## src/rtl/usb_pkg.sv

```systemverilog
// -----------------------------------------------------------------------------
// usb_pkg
// Shared USB definitions used by the transmit-side blocks.
//   tx_packet_t      : packet kind requested from usb_TX
//   MAX_PACKET_BYTES : largest full-speed bulk payload
//   byte_t           : one payload byte
// -----------------------------------------------------------------------------
package usb_pkg;

  typedef enum logic [1:0] {
    TX_ACK  = 2'b00,
    TX_NAK  = 2'b01,
    TX_DATA = 2'b10,
    TX_IDLE = 2'b11
  } tx_packet_t;

  localparam int MAX_PACKET_BYTES = 64;

  typedef logic [7:0] byte_t;

endpackage

```

## src/rtl/usb_tx_data_buffer_fifo_ptr.sv

```systemverilog
// -----------------------------------------------------------------------------
// fifo_ptr
// ADDR_W-bit wrap-around pointer for the transmit byte FIFO.
// The pointer wraps from 2**ADDR_W-1 to 0 by natural overflow.
// Ports:
//   clk    : clock, rising edge
//   n_rst  : asynchronous active-low reset (pointer -> 0)
//   clear  : synchronous clear, dominates en
//   en     : advance the pointer by one
//   ptr    : current pointer value (registered)
// -----------------------------------------------------------------------------
module fifo_ptr #(
  parameter int ADDR_W = 6
) (
  input  logic              clk,
  input  logic              n_rst,
  input  logic              clear,
  input  logic              en,
  output logic [ADDR_W-1:0] ptr
);

  logic [ADDR_W-1:0] ptr_r;

  // Pointer register: reset, clear, or increment with natural wrap.
  always_ff @(posedge clk or negedge n_rst) begin
    if (!n_rst) begin
      ptr_r <= {ADDR_W{1'b0}};
    end else if (clear) begin
      ptr_r <= {ADDR_W{1'b0}};
    end else if (en) begin
      ptr_r <= ptr_r + {{(ADDR_W-1){1'b0}}, 1'b1};
    end else begin
      ptr_r <= ptr_r;
    end
  end

  assign ptr = ptr_r;

endmodule

```

## src/rtl/usb_tx_data_buffer.sv

```systemverilog
// -----------------------------------------------------------------------------
// usb_tx_data_buffer
// First-word-fall-through byte FIFO feeding usb_TX. Endpoint logic pushes
// payload bytes; usb_TX pops one byte per get_TX_packet_data pulse while it
// serialises a DATA packet. The head byte is always visible on TX_packet_data.
// Ports:
//   clk                : clock, all state on rising edge
//   n_rst              : asynchronous active-low reset
//   clear              : synchronous flush (pointers, occupancy, error flags)
//   store_tx_data      : push strobe, one byte per cycle
//   tx_data            : byte to push
//   get_TX_packet_data : pop strobe from usb_TX
//   TX_packet_data     : head byte, 8'h00 when empty
//   buffer_occupancy   : bytes stored, 0..DEPTH
//   full / empty       : occupancy == DEPTH / occupancy == 0
//   overflow_err       : sticky, push attempted while full
//   underflow_err      : sticky, pop attempted while empty
// -----------------------------------------------------------------------------
module usb_tx_data_buffer
  import usb_pkg::*;
#(
  parameter int DEPTH  = MAX_PACKET_BYTES,
  parameter int ADDR_W = 6,
  parameter int OCC_W  = ADDR_W + 1
) (
  input  logic             clk,
  input  logic             n_rst,
  input  logic             clear,
  input  logic             store_tx_data,
  input  logic [7:0]       tx_data,
  input  logic             get_TX_packet_data,
  output logic [7:0]       TX_packet_data,
  output logic [OCC_W-1:0] buffer_occupancy,
  output logic             full,
  output logic             empty,
  output logic             overflow_err,
  output logic             underflow_err
);

  byte_t             mem_r [DEPTH];
  logic [ADDR_W-1:0] wptr_s;
  logic [ADDR_W-1:0] rptr_s;
  logic [OCC_W-1:0]  occ_r;
  logic              ovf_r;
  logic              unf_r;
  logic              full_s;
  logic              empty_s;
  logic              push_s;
  logic              pop_s;
  byte_t             head_s;

  // Flags decode straight from the registered occupancy, so they track it
  // with no added latency.
  assign full_s  = (occ_r == OCC_W'(DEPTH));
  assign empty_s = (occ_r == {OCC_W{1'b0}});

  // A push into a full FIFO or a pop from an empty one is suppressed here;
  // in particular push+pop on an empty FIFO only pushes (no bypass).
  assign push_s = store_tx_data && !full_s;
  assign pop_s  = get_TX_packet_data && !empty_s;

  fifo_ptr #(.ADDR_W(ADDR_W)) u_wptr (
    .clk   (clk),
    .n_rst (n_rst),
    .clear (clear),
    .en    (push_s),
    .ptr   (wptr_s)
  );

  fifo_ptr #(.ADDR_W(ADDR_W)) u_rptr (
    .clk   (clk),
    .n_rst (n_rst),
    .clear (clear),
    .en    (pop_s),
    .ptr   (rptr_s)
  );

  // Storage array write; contents are deliberately not reset.
  always_ff @(posedge clk) begin
    if (push_s && !clear) begin
      mem_r[wptr_s] <= tx_data;
    end
  end

  // Occupancy counter: +1 push only, -1 pop only, hold otherwise.
  always_ff @(posedge clk or negedge n_rst) begin
    if (!n_rst) begin
      occ_r <= {OCC_W{1'b0}};
    end else if (clear) begin
      occ_r <= {OCC_W{1'b0}};
    end else if (push_s && !pop_s) begin
      occ_r <= occ_r + {{(OCC_W-1){1'b0}}, 1'b1};
    end else if (pop_s && !push_s) begin
      occ_r <= occ_r - {{(OCC_W-1){1'b0}}, 1'b1};
    end else begin
      occ_r <= occ_r;
    end
  end

  // Sticky error flags; only reset or clear removes them.
  always_ff @(posedge clk or negedge n_rst) begin
    if (!n_rst) begin
      ovf_r <= 1'b0;
      unf_r <= 1'b0;
    end else if (clear) begin
      ovf_r <= 1'b0;
      unf_r <= 1'b0;
    end else begin
      ovf_r <= ovf_r | (store_tx_data & full_s);
      unf_r <= unf_r | (get_TX_packet_data & empty_s);
    end
  end

  // Head-of-queue read: zero latency, forced to 8'h00 when nothing is stored.
  always_comb begin
    head_s = 8'h00;
    if (empty_s) begin
      head_s = 8'h00;
    end else begin
      head_s = mem_r[rptr_s];
    end
  end

  assign TX_packet_data   = head_s;
  assign buffer_occupancy = occ_r;
  assign full             = full_s;
  assign empty            = empty_s;
  assign overflow_err     = ovf_r;
  assign underflow_err    = unf_r;

endmodule

```

## config.mk

```make
export PLATFORM = sky130hd
export DESIGN_NAME = usb_tx_data_buffer
export DESIGN_NICKNAME = d
export VERILOG_FILES = /design/src/rtl/usb_pkg.sv /design/src/rtl/usb_tx_data_buffer_fifo_ptr.sv /design/src/rtl/usb_tx_data_buffer.sv
export SDC_FILE = /design/constraint.sdc
export NUM_CORES = 1
export LEC_CHECK = 0
export CORE_ASPECT_RATIO = 0.75
export CORE_UTILIZATION = 23
export DETAILED_ROUTE_END_ITERATION = 16
export DONT_BUFFER_PORTS = 1
export PLACE_DENSITY = 0.39
export SYNTH_ARGS = -nofsm -noshare
export SYNTH_HDL_FRONTEND = slang
export SYNTH_HIERARCHICAL = 1
export SYNTH_SLANG_ARGS = --single-unit
```

## constraint.sdc

```tcl
create_clock -name clk -period 3.5 [get_ports clk]
set_input_delay 0.875 -clock clk [delete_from_list [all_inputs] [get_ports clk]]
set_output_delay 0.875 -clock clk [all_outputs]
set_load 0.1 [all_outputs]
```

* Word level (Yosys, flattened, before mapping) *
Memory sizes are Yosys's and may differ from the RTL's.
Index checks and enable logic that the tools add are counted.

operators by class
  $add $sub $neg = 4
  multiply operators = 0
  divide/modulo/power cells = 0
  magnitude comparators = 0
  equal/unequal tests = 1
  shift-type cells = 0
  muxes and demuxes = 12
  bitwise gates (word level) = 4
  reductions and logical operators = 14

operators by type and width
  cell                                                                 count
  6-bit two-way mux                                                    4
  7-bit two-way mux                                                    3
  6-bit by 1-bit adder with 6-bit output (second input constant)       2
  8-bit two-way mux                                                    1
  7-bit by 1-bit adder with 7-bit output (second input constant)       1
  7-bit equality test (second input constant)                          1
  7-bit zero test                                                      1
  7-bit by 1-bit subtractor with 7-bit output (second input constant)  1
  1-bit logical AND                                                    5
  1-bit zero test                                                      5
  1-bit two-way mux                                                    4
  2-bit nonzero test                                                   2
  3-bit nonzero test                                                   1
  1-bit bitwise AND                                                    2
  1-bit bitwise OR                                                     2

word-level totals
  bits in registers = 21
  latch bits = 0
  RAM bits = 512
  memory bits (read-only) = 0
  input bits = 13
  output and inout bits = 19
  word-level logic and storage cells = 41
  memories = 1

memories
  name   words  width  rd ports  clocked after memory_dff  write ports  RTL line                  text
  mem_r  64     8      1         0                         1            usb_tx_data_buffer.sv:40  byte_t mem_r [DEPTH];

* Longest topological paths before layout *
Gate-level depths: netlist of the first run.

  depth after elaboration = 8
  mapped depth = 12
  mapped depth without buffers = 12

* Modules after synthesis *
The synthesis of the first run kept the hierarchy.

by module, submodules not included
  module              instances  cells each  area each (um2)  sequential area each (um2)
  usb_tx_data_buffer  1          990         20423.3          15600.0
  fifo_ptr            2          24          269.0            150.1

* Worst setup path before layout of the first run *
OpenSTA, ideal clock, no wires.

  kind = register -> output
  from = register occ_r[1] (netlist: buffer_occupancy[1])
  to = output port TX_packet_data[0]
  data arrival time = 4702 ps
  required time = 2625 ps
  setup slack = -2077 ps
  stages on the path, launching flop included = 7
  buffers on the path = 0
  path through = dfrtp_1 or4_4 nor4_2 or2_2 nor3_1 nand3_1 o221ai_1

between the ends
  word-level cells in the longest chain between the ends = 2

ends and longest elaborated chain
  item                    RTL line                   text
  from (decl)             usb_tx_data_buffer.sv:43   logic [OCC_W-1:0] occ_r;
  from (signal assigned)  usb_tx_data_buffer.sv:88   occ_r <= {OCC_W{1'b0}};
  from (signal assigned)  usb_tx_data_buffer.sv:90   occ_r <= {OCC_W{1'b0}};
  from (signal assigned)  usb_tx_data_buffer.sv:92   occ_r <= occ_r + {{(OCC_W-1){1'b0}}, 1'b1};
  7-bit zero test         usb_tx_data_buffer.sv:55   assign empty_s = (occ_r == {OCC_W{1'b0}});
  named net empty         usb_tx_data_buffer.sv:35   output logic empty,
  8-bit two-way mux       usb_tx_data_buffer.sv:117  if (empty_s) begin
  to (decl)               usb_tx_data_buffer.sv:32   output logic [7:0] TX_packet_data,

The timed path passes the listed nets, and every way through them passes these cells.

* Worst setup path after layout of the first run *
  from = register u_rptr.ptr_r[0] (netlist: u_rptr/ptr[0])
  to = output port TX_packet_data[2]

between the ends
  word-level cells in the longest chain between the ends = 2

ends and longest elaborated chain
  item                    RTL line                           text
  from (decl)             usb_tx_data_buffer_fifo_ptr.sv:22  logic [ADDR_W-1:0] ptr_r;
  from (signal assigned)  usb_tx_data_buffer_fifo_ptr.sv:27  ptr_r <= {ADDR_W{1'b0}};
  from (signal assigned)  usb_tx_data_buffer_fifo_ptr.sv:29  ptr_r <= {ADDR_W{1'b0}};
  from (signal assigned)  usb_tx_data_buffer_fifo_ptr.sv:31  ptr_r <= ptr_r + {{(ADDR_W-1){1'b0}}, 1'b1};
  memory 64 x 8 bit       n/a
  8-bit two-way mux       usb_tx_data_buffer.sv:117

Every way passes these cells.

==> impl_metrics.env, run 1 <==
export IMPL_path_buf_inv=3
export IMPL_vias_per_cell=4.40
export IMPL_p_sw_frac=0.311
export IMPL_setup_worst_path_start="u_rptr/ptr[0]"
export IMPL_place_area_mm2=0.0234
export IMPL_dr_pass1_iters=7
export IMPL_critPathCapture="TX_packet_data[2]"
export IMPL_initial_core_util=0.233
export IMPL_maxSlewViolCount=0
export IMPL_grt_pass1_wl_um=85000
export IMPL_cts_tree="built"
export IMPL_fmax_ghz=0.259
export IMPL_hold_class="in -> async"
export IMPL_ys_seq_area_frac=0.759
export IMPL_power_uw=19200
export IMPL_hold_violations=0
export IMPL_netlist_area_mm2=0.0210
export IMPL_place_ws_ps=-69.4
export IMPL_path_max_fanout=13
export IMPL_wl_per_cell_um=24.8
export IMPL_seq_power_share=0.377
export IMPL_post_route_period_util=1.10
export IMPL_pwr_share_clk=0.316
export IMPL_irDropWorstVdd_v=0.000691
export IMPL_ant_nets=0
export IMPL_layout_min_cycle_time_ps=3860
export IMPL_async_flop_share=0.0394
export IMPL_worstMarginPinSlew_ps=1090
export IMPL_status="finished, violations left"
export IMPL_clk_latency_ps=620
export IMPL_multi_input_area_mm2=0.00527
export IMPL_gp_congestion=0.787
export IMPL_wirelength_um=60300
export IMPL_htreeDepth=2
export IMPL_clock_sinks=533
export IMPL_fin_ws_ps=-359
export IMPL_nFillCells=8869
export IMPL_place_hpwl_um=37400
export IMPL_grt_pass1_vias=10900
export IMPL_path_clk_slew_ps=60
export IMPL_cellPowerDensity_mw_per_mm2=735
export IMPL_max_slew_margin=0.272
export IMPL_p_leak_uw=0.00801
export IMPL_ys_warn_count=6
export IMPL_cpMaxStageDelayCell="mux4_2"
export IMPL_internal_power_uw=13200
export IMPL_crit_chain="buf_12, buf_12, mux4_2, a221oi_4, o211ai_1, clkbuf_16"
export IMPL_required_ps=2620
export IMPL_worst_setup_path_start_kind="register"
export IMPL_die_y_um=263
export IMPL_critPathMostFrequentCell="buf_12"
export IMPL_synth_edf_count=512
export IMPL_p_sw_uw=5970
export IMPL_r2r_start="buffer_occupancy[3]"
export IMPL_worst_r2r_setup_slack_ps=190
export IMPL_fp_dieArea_mm2=0.0924
export IMPL_port_buffers=0
export IMPL_area_growth_synth_to_final_pct=24.3
export IMPL_grt_max_degree=65
export IMPL_synth_cell_types=50
export IMPL_drive_gt1_frac=0.351
export IMPL_r2r_end="buffer_occupancy[6]"
export IMPL_finish_instance_area_mm2=0.0261
export IMPL_drtIter0Drc=1070
export IMPL_rr_worst_depth=12
export IMPL_antenna_found_initial=2
export IMPL_worstSetupEndpointType="output pin"
export IMPL_grt_total_usage=0.130
export IMPL_cp_top_family="buffers and inverters"
export IMPL_rsz0062_at_grt="yes"
export IMPL_io_pins=32
export IMPL_arrival_ps=2980
export IMPL_power_frac_comb=0.307
export IMPL_cpPeakStageDelay_ps=600
export IMPL_worst_path_stages=6
export IMPL_finClkSkew_ps=28.2
export IMPL_worst_setup_path_type="reg -> out"
export IMPL_diodes=0
export IMPL_syn_num_nets=1060
export IMPL_drv_cap=0
export IMPL_row_count=95
export IMPL_seqCellArea_mm2=0.0159
export IMPL_setup_viol_count_final=8
export IMPL_drc=0
export IMPL_root_buffer="clkbuf_16"
export IMPL_grt_overflow=0
export IMPL_violations="setup timing"
export IMPL_fin_nets=1199
export IMPL_cts_made_buffers=57
export IMPL_core_area_mm2=0.0899
export IMPL_ctsLongestPathBuffers=3
export IMPL_synth_seq_cells=533
export IMPL_num_vias=10700
export IMPL_synth_ff_type="edfxtp_1"
export IMPL_synth_cells=1038
export IMPL_chipWidth_um=351
export IMPL_syn_area_per_cell_um2=20.2
==> area by class of cell <==
cell class,count,area share
repair buffers,129,0.0563
well taps,1212,0.0582
flip-flops and latches,533,0.611
multi-input cells,450,0.202
clock inverters,25,0.00980
clock buffers,80,0.0616
inverters,6,0.000864
==> layer usage <==
layer,part of all wire,vias to the layer above,GRT usage
li1,-,4592,-
met1,0.51,5791,0.203
met2,0.42,258,0.180
met3,0.053,64,0.0305
met4,0.016,0,0.0287
met5,0,-,0
==> worst min path at each step <==
| stage | cells past startpoint | slack (ps) | start | endpoint |
|---|---|---|---|---|
| global placement | 0 | 580 | n_rst | buffer_occupancy[0] |
| global route | 1 | 40 | n_rst | u_wptr/ptr[3] |
| finish | 1 | 70 | n_rst | u_wptr/ptr[3] |
| CTS | 1 | 20 | n_rst | u_wptr/ptr[3] |
| floorplan | 2 | 510 | u_wptr/ptr[5] | u_wptr/ptr[5] |
| detailed placement | 0 | 580 | n_rst | buffer_occupancy[0] |
==> state kept, by name (all words and copies together) (netlist names) <==
signal            cells
mem_r               512
buffer_occupancy      7
u_rptr/ptr            6
u_wptr/ptr            6
overflow_err          1
underflow_err         1
==> kinds of logic after synthesis <==
family | Yosys count | share of synthesized area
DFF | 533 | 0.759
and+or+nand+nor | 189 | 0.0422
muxes | 143 | 0.145
AOI/OAI and AO/OA | 100 | 0.0340
buffers and inverters | 55 | 0.0110
xor gates and xnor gates | 9 | 0.00376
adders and majority gates | 9 | 0.00573
==> synthesized netlist by cell type, types with 2 or more instances <==
| master | number | area (um^2) |
|---|---|---|
| nand4_1 | 2 | 12.5 |
| nand2b_1 | 6 | 37.5 |
| buf_2 | 19 | 95.1 |
| xor2_1 | 6 | 52.6 |
| nor2b_1 | 9 | 56.3 |
| nor2_1 | 103 | 387 |
| a22o_1 | 8 | 70.1 |
| o21a_1 | 2 | 15.0 |
| xnor2_1 | 3 | 26.3 |
| and2_1 | 3 | 18.8 |
| buf_1 | 14 | 52.6 |
| nand3_1 | 7 | 35.0 |
| a21oi_1 | 18 | 90.1 |
| or3_1 | 7 | 43.8 |
| o21ai_0 | 16 | 80.1 |
| a221oi_1 | 9 | 78.8 |
| a22oi_1 | 6 | 45.0 |
| nand4_2 | 2 | 25.0 |
| o211ai_1 | 2 | 15.0 |
| ha_1 | 8 | 100 |
| dfrtp_1 | 21 | 526 |
| mux2i_1 | 13 | 130 |
| or4_4 | 2 | 22.5 |
| clkbuf_1 | 16 | 60.1 |
| edfxtp_1 | 512 | 15400 |
| or2_2 | 4 | 25.0 |
| o22a_1 | 2 | 17.5 |
| nand2_1 | 22 | 82.6 |
| o221ai_1 | 10 | 87.6 |
| mux4_2 | 128 | 2880 |
| o22ai_1 | 19 | 119 |
| nor3_1 | 13 | 65.1 |
| inv_1 | 6 | 22.5 |
| nand3b_1 | 4 | 30.0 |
==> power by group through the flow <==
stage	combinational [uW]	sequential, uW	clock (uW)
6_report	5880	7220	6060
5_1_grt	6180	7220	6470
4_1_cts	5900	7220	6220
3_5_place_dp	5230	7340	0
3_3_place_gp	5230	7340	0
2_1_floorplan	3010	7600	0
==> repair_timing <==
| action | 4_1_cts | 5_1_grt |
|---|---|---|
| pin swaps | 21 | 19 |
| hold endpoints to repair | 21 | 0 |
| hold buffers | 1 | 0 |
| setup endpoints to repair | 9 | 11 |
| gates resized for setup | 61 | 47 |
| setup buffers | 27 | 5 |
| cloned | 4 | 0 |
==> cells in the final DEF, fill, tap and decap left out, types with 11 or more instances in the layout <==
cell and instances:
clkbuf_16 60, mux2i_1 11, clkbuf_1 15, buf_4 86, edfxtp_1 512, dfrtp_1 13
a21oi_1 14, nand2_1 19, mux4_2 128, nor2_1 99, buf_12 22
==> per-stage QoR <==
step,TNS [ps],cells,hold WS [ps],utilization
6_report,-2510,2435,66.6,0.290
5_1_grt,-3420,2435,37.0,0.290
4_1_cts,-3340,2434,19.9,0.288
3_5_place_dp,-69.4,2298,580,0.260
3_3_place_gp,-74.6,2298,580,0.260
2_1_floorplan,-5540,1038,514,-
(Power assumes the default switching activity.)
==> run 2: changes to the inputs <==
TNS_END_PERCENT = 30   (was not set)
==> run 2 against run 1 <==
Net effect:
- the run still ends with setup timing left
- first-iteration DRC count shrank 30%
- sequential share of layout area grew 0.18 points
- register-to-register slack worse by 50 ps
- flip-flop and latch count did not move
- clock skew up 2.7 ps
- clock power fell by 7.3%
- wire length decreased by 1.9%
- final area is 0.32% lower
- utilization is 0.093 points lower
- critical path type unchanged
- largest power group unchanged
==> impl_metrics.env, run 2 (synthesis results as in run 1) <==
export IMPL_status="finished, violations left"
export IMPL_violations="setup timing"
export IMPL_dp_cells=2305
export IMPL_r2r_end="buffer_occupancy[6]"
export IMPL_drc=0
export IMPL_grt_total_usage=0.128
export IMPL_final_cell_mix="edfxtp_1, mux4_2, nor2_1"
export IMPL_clk_latency_ps=620
export IMPL_wl_per_cell_um=24.3
export IMPL_holdPathStages=1
export IMPL_place_hpwl_um=37300
export IMPL_largest_reg_flops=512
export IMPL_hold_violations=0
export IMPL_max_slew_margin=0.269
export IMPL_drtIter0Drc=754
export IMPL_grt_pass1_wl_um=83600
export IMPL_port_buffers=0
export IMPL_antenna_found_initial=1
export IMPL_area_growth_synth_to_final_pct=23.9
export IMPL_dr_pass1_iters=5
export IMPL_stdcell_count=2430
export IMPL_cellPowerDensity_mw_per_mm2=728
export IMPL_arrival_ps=3010
export IMPL_power_uw=18900
export IMPL_hold_class="in -> reg"
export IMPL_vias_per_cell=4.45
export IMPL_core_area_mm2=0.0899
export IMPL_htreeDepth=2
export IMPL_num_vias=10800
export IMPL_grt_max_degree=65
export IMPL_fp_dieArea_mm2=0.0924
export IMPL_layout_min_cycle_time_ps=3890
export IMPL_pwr_share_clk=0.297
export IMPL_chipWidth_um=351
export IMPL_ctsLongestPathBuffers=3
export IMPL_layout_commonest_cell="edfxtp_1"
export IMPL_io_pins=32
export IMPL_rr_worst_depth=12
export IMPL_gp_congestion=0.782
export IMPL_maxSlewViolCount=0
export IMPL_drv_cap=0
export IMPL_initial_core_util=0.233
export IMPL_p_sw_uw=5860
export IMPL_worst_setup_path_type="reg -> out"
export IMPL_fmax_ghz=0.257
export IMPL_die_y_um=263
export IMPL_drive_gt1_frac=0.346
export IMPL_fin_ws_ps=-386
export IMPL_power_frac_comb=0.322
export IMPL_required_ps=2620
export IMPL_post_route_period_util=1.11
export IMPL_grt_pass1_vias=10900
export IMPL_worstHoldStart="clear"
export IMPL_ant_nets=0
export IMPL_p_sw_frac=0.310
export IMPL_irDropWorstVdd_v=0.000968
export IMPL_setup_viol_count_final=8
export IMPL_hold_end="buffer_occupancy[2]"
export IMPL_cts_tree="built"
export IMPL_grt_overflow=0
export IMPL_rsz0062_at_grt="yes"
export IMPL_worstMarginPinSlew_ps=1090
export IMPL_r2r_start="buffer_occupancy[1]"
export IMPL_utilization=0.289
export IMPL_finish_instance_area_mm2=0.0260
export IMPL_clock_sinks=533
export IMPL_top_register="mem_r"
export IMPL_root_buffer="clkbuf_16"
export IMPL_wirelength_um=59100
export IMPL_worst_setup_path_start_kind="register"
export IMPL_worstSetupEndpointType="output pin"
export IMPL_worst_r2r_setup_slack_ps=140
export IMPL_seq_power_share=0.381
export IMPL_row_count=95
export IMPL_diodes=0
export IMPL_internal_power_uw=13100
export IMPL_finClkSkew_ps=30.9
export IMPL_cts_made_buffers=53
export IMPL_path_max_fanout=11
export IMPL_path_clk_slew_ps=70
export IMPL_place_area_mm2=0.0234
export IMPL_p_leak_uw=0.00793
export IMPL_fin_nets=1198
[run 2: power groups by stage]
stage	clock, uW	sequential, uW	combinational, uW
after floorplan	0	7600	2970
after global placement	0	7350	5270
after detailed placement	0	7360	5240
after CTS	5780	7200	5870
after global routing	6000	7210	6420
final	5620	7200	6100
[run 2: metal layers]
metal  global-route usage  share of wire  vias up
met1                0.196           0.50     5835
li1                     -              -     4591
met5                    0        0.00020        -
met4               0.0351          0.021        2
met2                0.178           0.42      301
met3               0.0310          0.064       80
[run 2: stage by stage]
step / setup WS [ps] / TNS [ps] / hold WS [ps]
4_1_cts: -454 / -3320 / 264
3_3_place_gp: 66.4 / 0 / 580
3_5_place_dp: 55.1 / 0 / 580
2_1_floorplan: -901 / -5930 / 514
6_report: -386 / -2950 / 314
5_1_grt: -481 / -3690 / 272
[run 2: worst max-delay path by stage]
stage,from,to,depth (start not counted)
5_1_grt,u_rptr/ptr[0],TX_packet_data[6],11
2_1_floorplan,buffer_occupancy[3],TX_packet_data[7],5
3_5_place_dp,buffer_occupancy[3],buffer_occupancy[6],12
6_report,u_rptr/ptr[0],TX_packet_data[3],8
3_3_place_gp,buffer_occupancy[3],buffer_occupancy[6],12
4_1_cts,u_rptr/ptr[0],TX_packet_data[6],11
[run 2: final cells by class]
cell class | instances | area [um^2]
clock buffers | 64 | 1390
clock inverters | 33 | 279
multi-input cells | 450 | 5270
flip-flops and latches | 533 | 15900
inverters | 6 | 22.5
fillers | 8903 | 63900
repair buffers | 132 | 1580
well taps | 1212 | 1520
[run 2: worst max-delay path, cell delays in order, from the launching register on]
cell,delay [ps]
dfrtp_4,440
buf_12,150
buf_16,170
buf_12,170
mux4_2,590
mux2i_2,210
a221oi_2,80
a22o_2,360
buf_12,190
[run 2: timing repair]
action,CTS,global route
cloned,5,2
buffers inserted,14,7
hold buffers,1,0
pin swaps,8,11
resized for setup,52,51
hold endpoints to repair,21,0
endpoints found under the setup margin,8,10
==> run 3: changes to the inputs <==
SKIP_CTS_REPAIR_TIMING = 1   (was not set)
==> run 3 against run 2 <==
Net effect:
- the run still ends with setup timing left
- clock skew shrank 3.3 ps
- register-to-register slack is essentially flat
- sequential share of layout area grew 0.61 points
- global-route usage shrank 0.26 points
- count of clock-buffer cells in the layout is the same
- critical path depth grew 1
- non-clock buffer count shrank 5
- wire length shrank 0.51%
- utilization shrank 0.29 points
- cell count shrank 0.21%
- critical path type unchanged
- largest power group unchanged
==> impl_metrics.env, run 3 (synthesis results as in run 1) <==
export IMPL_die_y_um=263
export IMPL_drc=0
export IMPL_rsz0062_at_grt="yes"
export IMPL_drive_gt1_frac=0.327
export IMPL_antenna_found_initial=1
export IMPL_place_hpwl_um=37300
export IMPL_grt_max_degree=65
export IMPL_worstMarginPinSlew_ps=1080
export IMPL_grt_total_usage=0.126
export IMPL_grt_pass1_vias=10800
export IMPL_gp_congestion=0.782
export IMPL_fmax_ghz=0.255
export IMPL_final_cell_mix="edfxtp_1, mux4_2, nor2_1"
export IMPL_setup_viol_count_final=8
export IMPL_worst_setup_path_type="reg -> out"
export IMPL_num_vias=10700
export IMPL_maxSlewViolCount=0
export IMPL_whs_ps=56.7
export IMPL_wl_per_cell_um=24.3
export IMPL_status="finished, violations left"
export IMPL_required_ps=2620
export IMPL_layout_commonest_cell="edfxtp_1"
export IMPL_ctsLongestPathBuffers=3
export IMPL_clock_sinks=533
export IMPL_cellPowerDensity_mw_per_mm2=725
export IMPL_max_slew_margin=0.279
export IMPL_hold_class="in -> async"
export IMPL_path_clk_slew_ps=70
export IMPL_chipWidth_um=351
export IMPL_finClkSkew_ps=27.7
export IMPL_wirelength_um=58800
export IMPL_port_buffers=0
export IMPL_drtIter0Drc=875
export IMPL_worst_setup_path_start_kind="register"
export IMPL_clk_latency_ps=620
export IMPL_area_growth_synth_to_final_pct=22.7
export IMPL_fin_nets=1193
export IMPL_violations="setup timing"
export IMPL_post_route_period_util=1.12
export IMPL_layout_min_cycle_time_ps=3920
export IMPL_grt_overflow=0
export IMPL_hold_violations=0
export IMPL_path_max_fanout=6
export IMPL_arrival_ps=3040
export IMPL_drv_cap=0
export IMPL_top_register="mem_r"
export IMPL_dr_pass1_iters=5
export IMPL_htreeDepth=2
export IMPL_ant_nets=0
export IMPL_place_ws_ps=55.1
export IMPL_row_count=95
export IMPL_cts_tree="built"
export IMPL_vias_per_cell=4.43
export IMPL_cts_made_buffers=53
export IMPL_irDropWorstVdd_v=0.000975
export IMPL_largest_reg_flops=512
export IMPL_fp_dieArea_mm2=0.0924
export IMPL_rr_worst_depth=12
export IMPL_grt_pass1_wl_um=82100
export IMPL_initial_core_util=0.233
export IMPL_io_pins=32
export IMPL_root_buffer="clkbuf_16"
export IMPL_fin_ws_ps=-419
export IMPL_diodes=0
export IMPL_p_leak_uw=0.00785
export IMPL_core_area_mm2=0.0899
export IMPL_worstSetupEndpointType="output pin"
==> run 3: cell types whose count changed in the layout (fill, tap and decap cells not counted), moves of 3 or more <==
| cell | previous run | this run |
|---|---|---|
| a21oi_1 | 11 | 14 |
| buf_16 | 8 | 3 |
| a22oi_2 | 5 | 1 |
| clkbuf_16 | 56 | 61 |
| a22oi_1 | 1 | 5 |
| nor2_2 | 3 | 0 |
| nor2_1 | 100 | 103 |
==> run 3: metal layers <==
layer  up-vias  track usage  wire length (um)
li1       4577            -                 -
met1      5795        0.192             29100
met2       289        0.175             24600
met3        78       0.0302              3770
met4         2       0.0339              1290
met5         -            0                11
==> run 3: final timing paths <==
path | from | endpoint | slack, ps
worst max-delay path | u_rptr/ptr[0] | TX_packet_data[5] | -420
worst min-delay path | n_rst | buffer_occupancy[0] | 60
worst max register to register | buffer_occupancy[3] | buffer_occupancy[6] | 150
worst min register to register | u_wptr/ptr[0] | u_wptr/ptr[0] | 640
max in group asynchronous | n_rst | u_rptr/ptr[1] | 3270
min in group clk | clear | buffer_occupancy[1] | 310
==> run 3: area by class of cell <==
cell class,instances,area (um^2)
clock inverter,33,279
timing repair buffer,127,1440
inverter,6,22.5
multi-input combinational,450,5150
sequential,533,15900
tap,1212,1520
fill,8917,64100
clock buffer,64,1390
==> run 3: through the flow <==
| step | instances | setup TNS [ps] | area (um^2) | total power, uW | util |
|---|---|---|---|---|---|
| 6_report | 2425 | -2950 | 25700 | 18600 | 0.286 |
| 5_1_grt | 2425 | -3750 | 25700 | 19400 | 0.286 |
| 4_1_cts | 2402 | -4120 | 25100 | 18300 | 0.279 |
| 3_5_place_dp | 2305 | 0 | 23400 | 12600 | 0.261 |
| 3_3_place_gp | 2305 | 0 | 23400 | 12600 | 0.261 |
| 2_1_floorplan | 1038 | -5930 | 21000 | 10600 | - |
==> run 3: power breakdown <==
part           leakage (uW)  switching [uW]  total (uW)  internal [uW]
Sequential          0.00488             127        7200           7080
Combinational       0.00218            3170        5820           2650
Clock              0.000799            2500        5620           3120
==> run 3: worst max-delay path, cell delays in order (launching register included) <==
cell,delay (ps)
dfrtp_4,490
buf_12,160
buf_12,140
mux4_2,410
mux2i_4,100
buf_4,170
a221oi_1,300
nand2_1,230
o221ai_2,170
buf_12,220
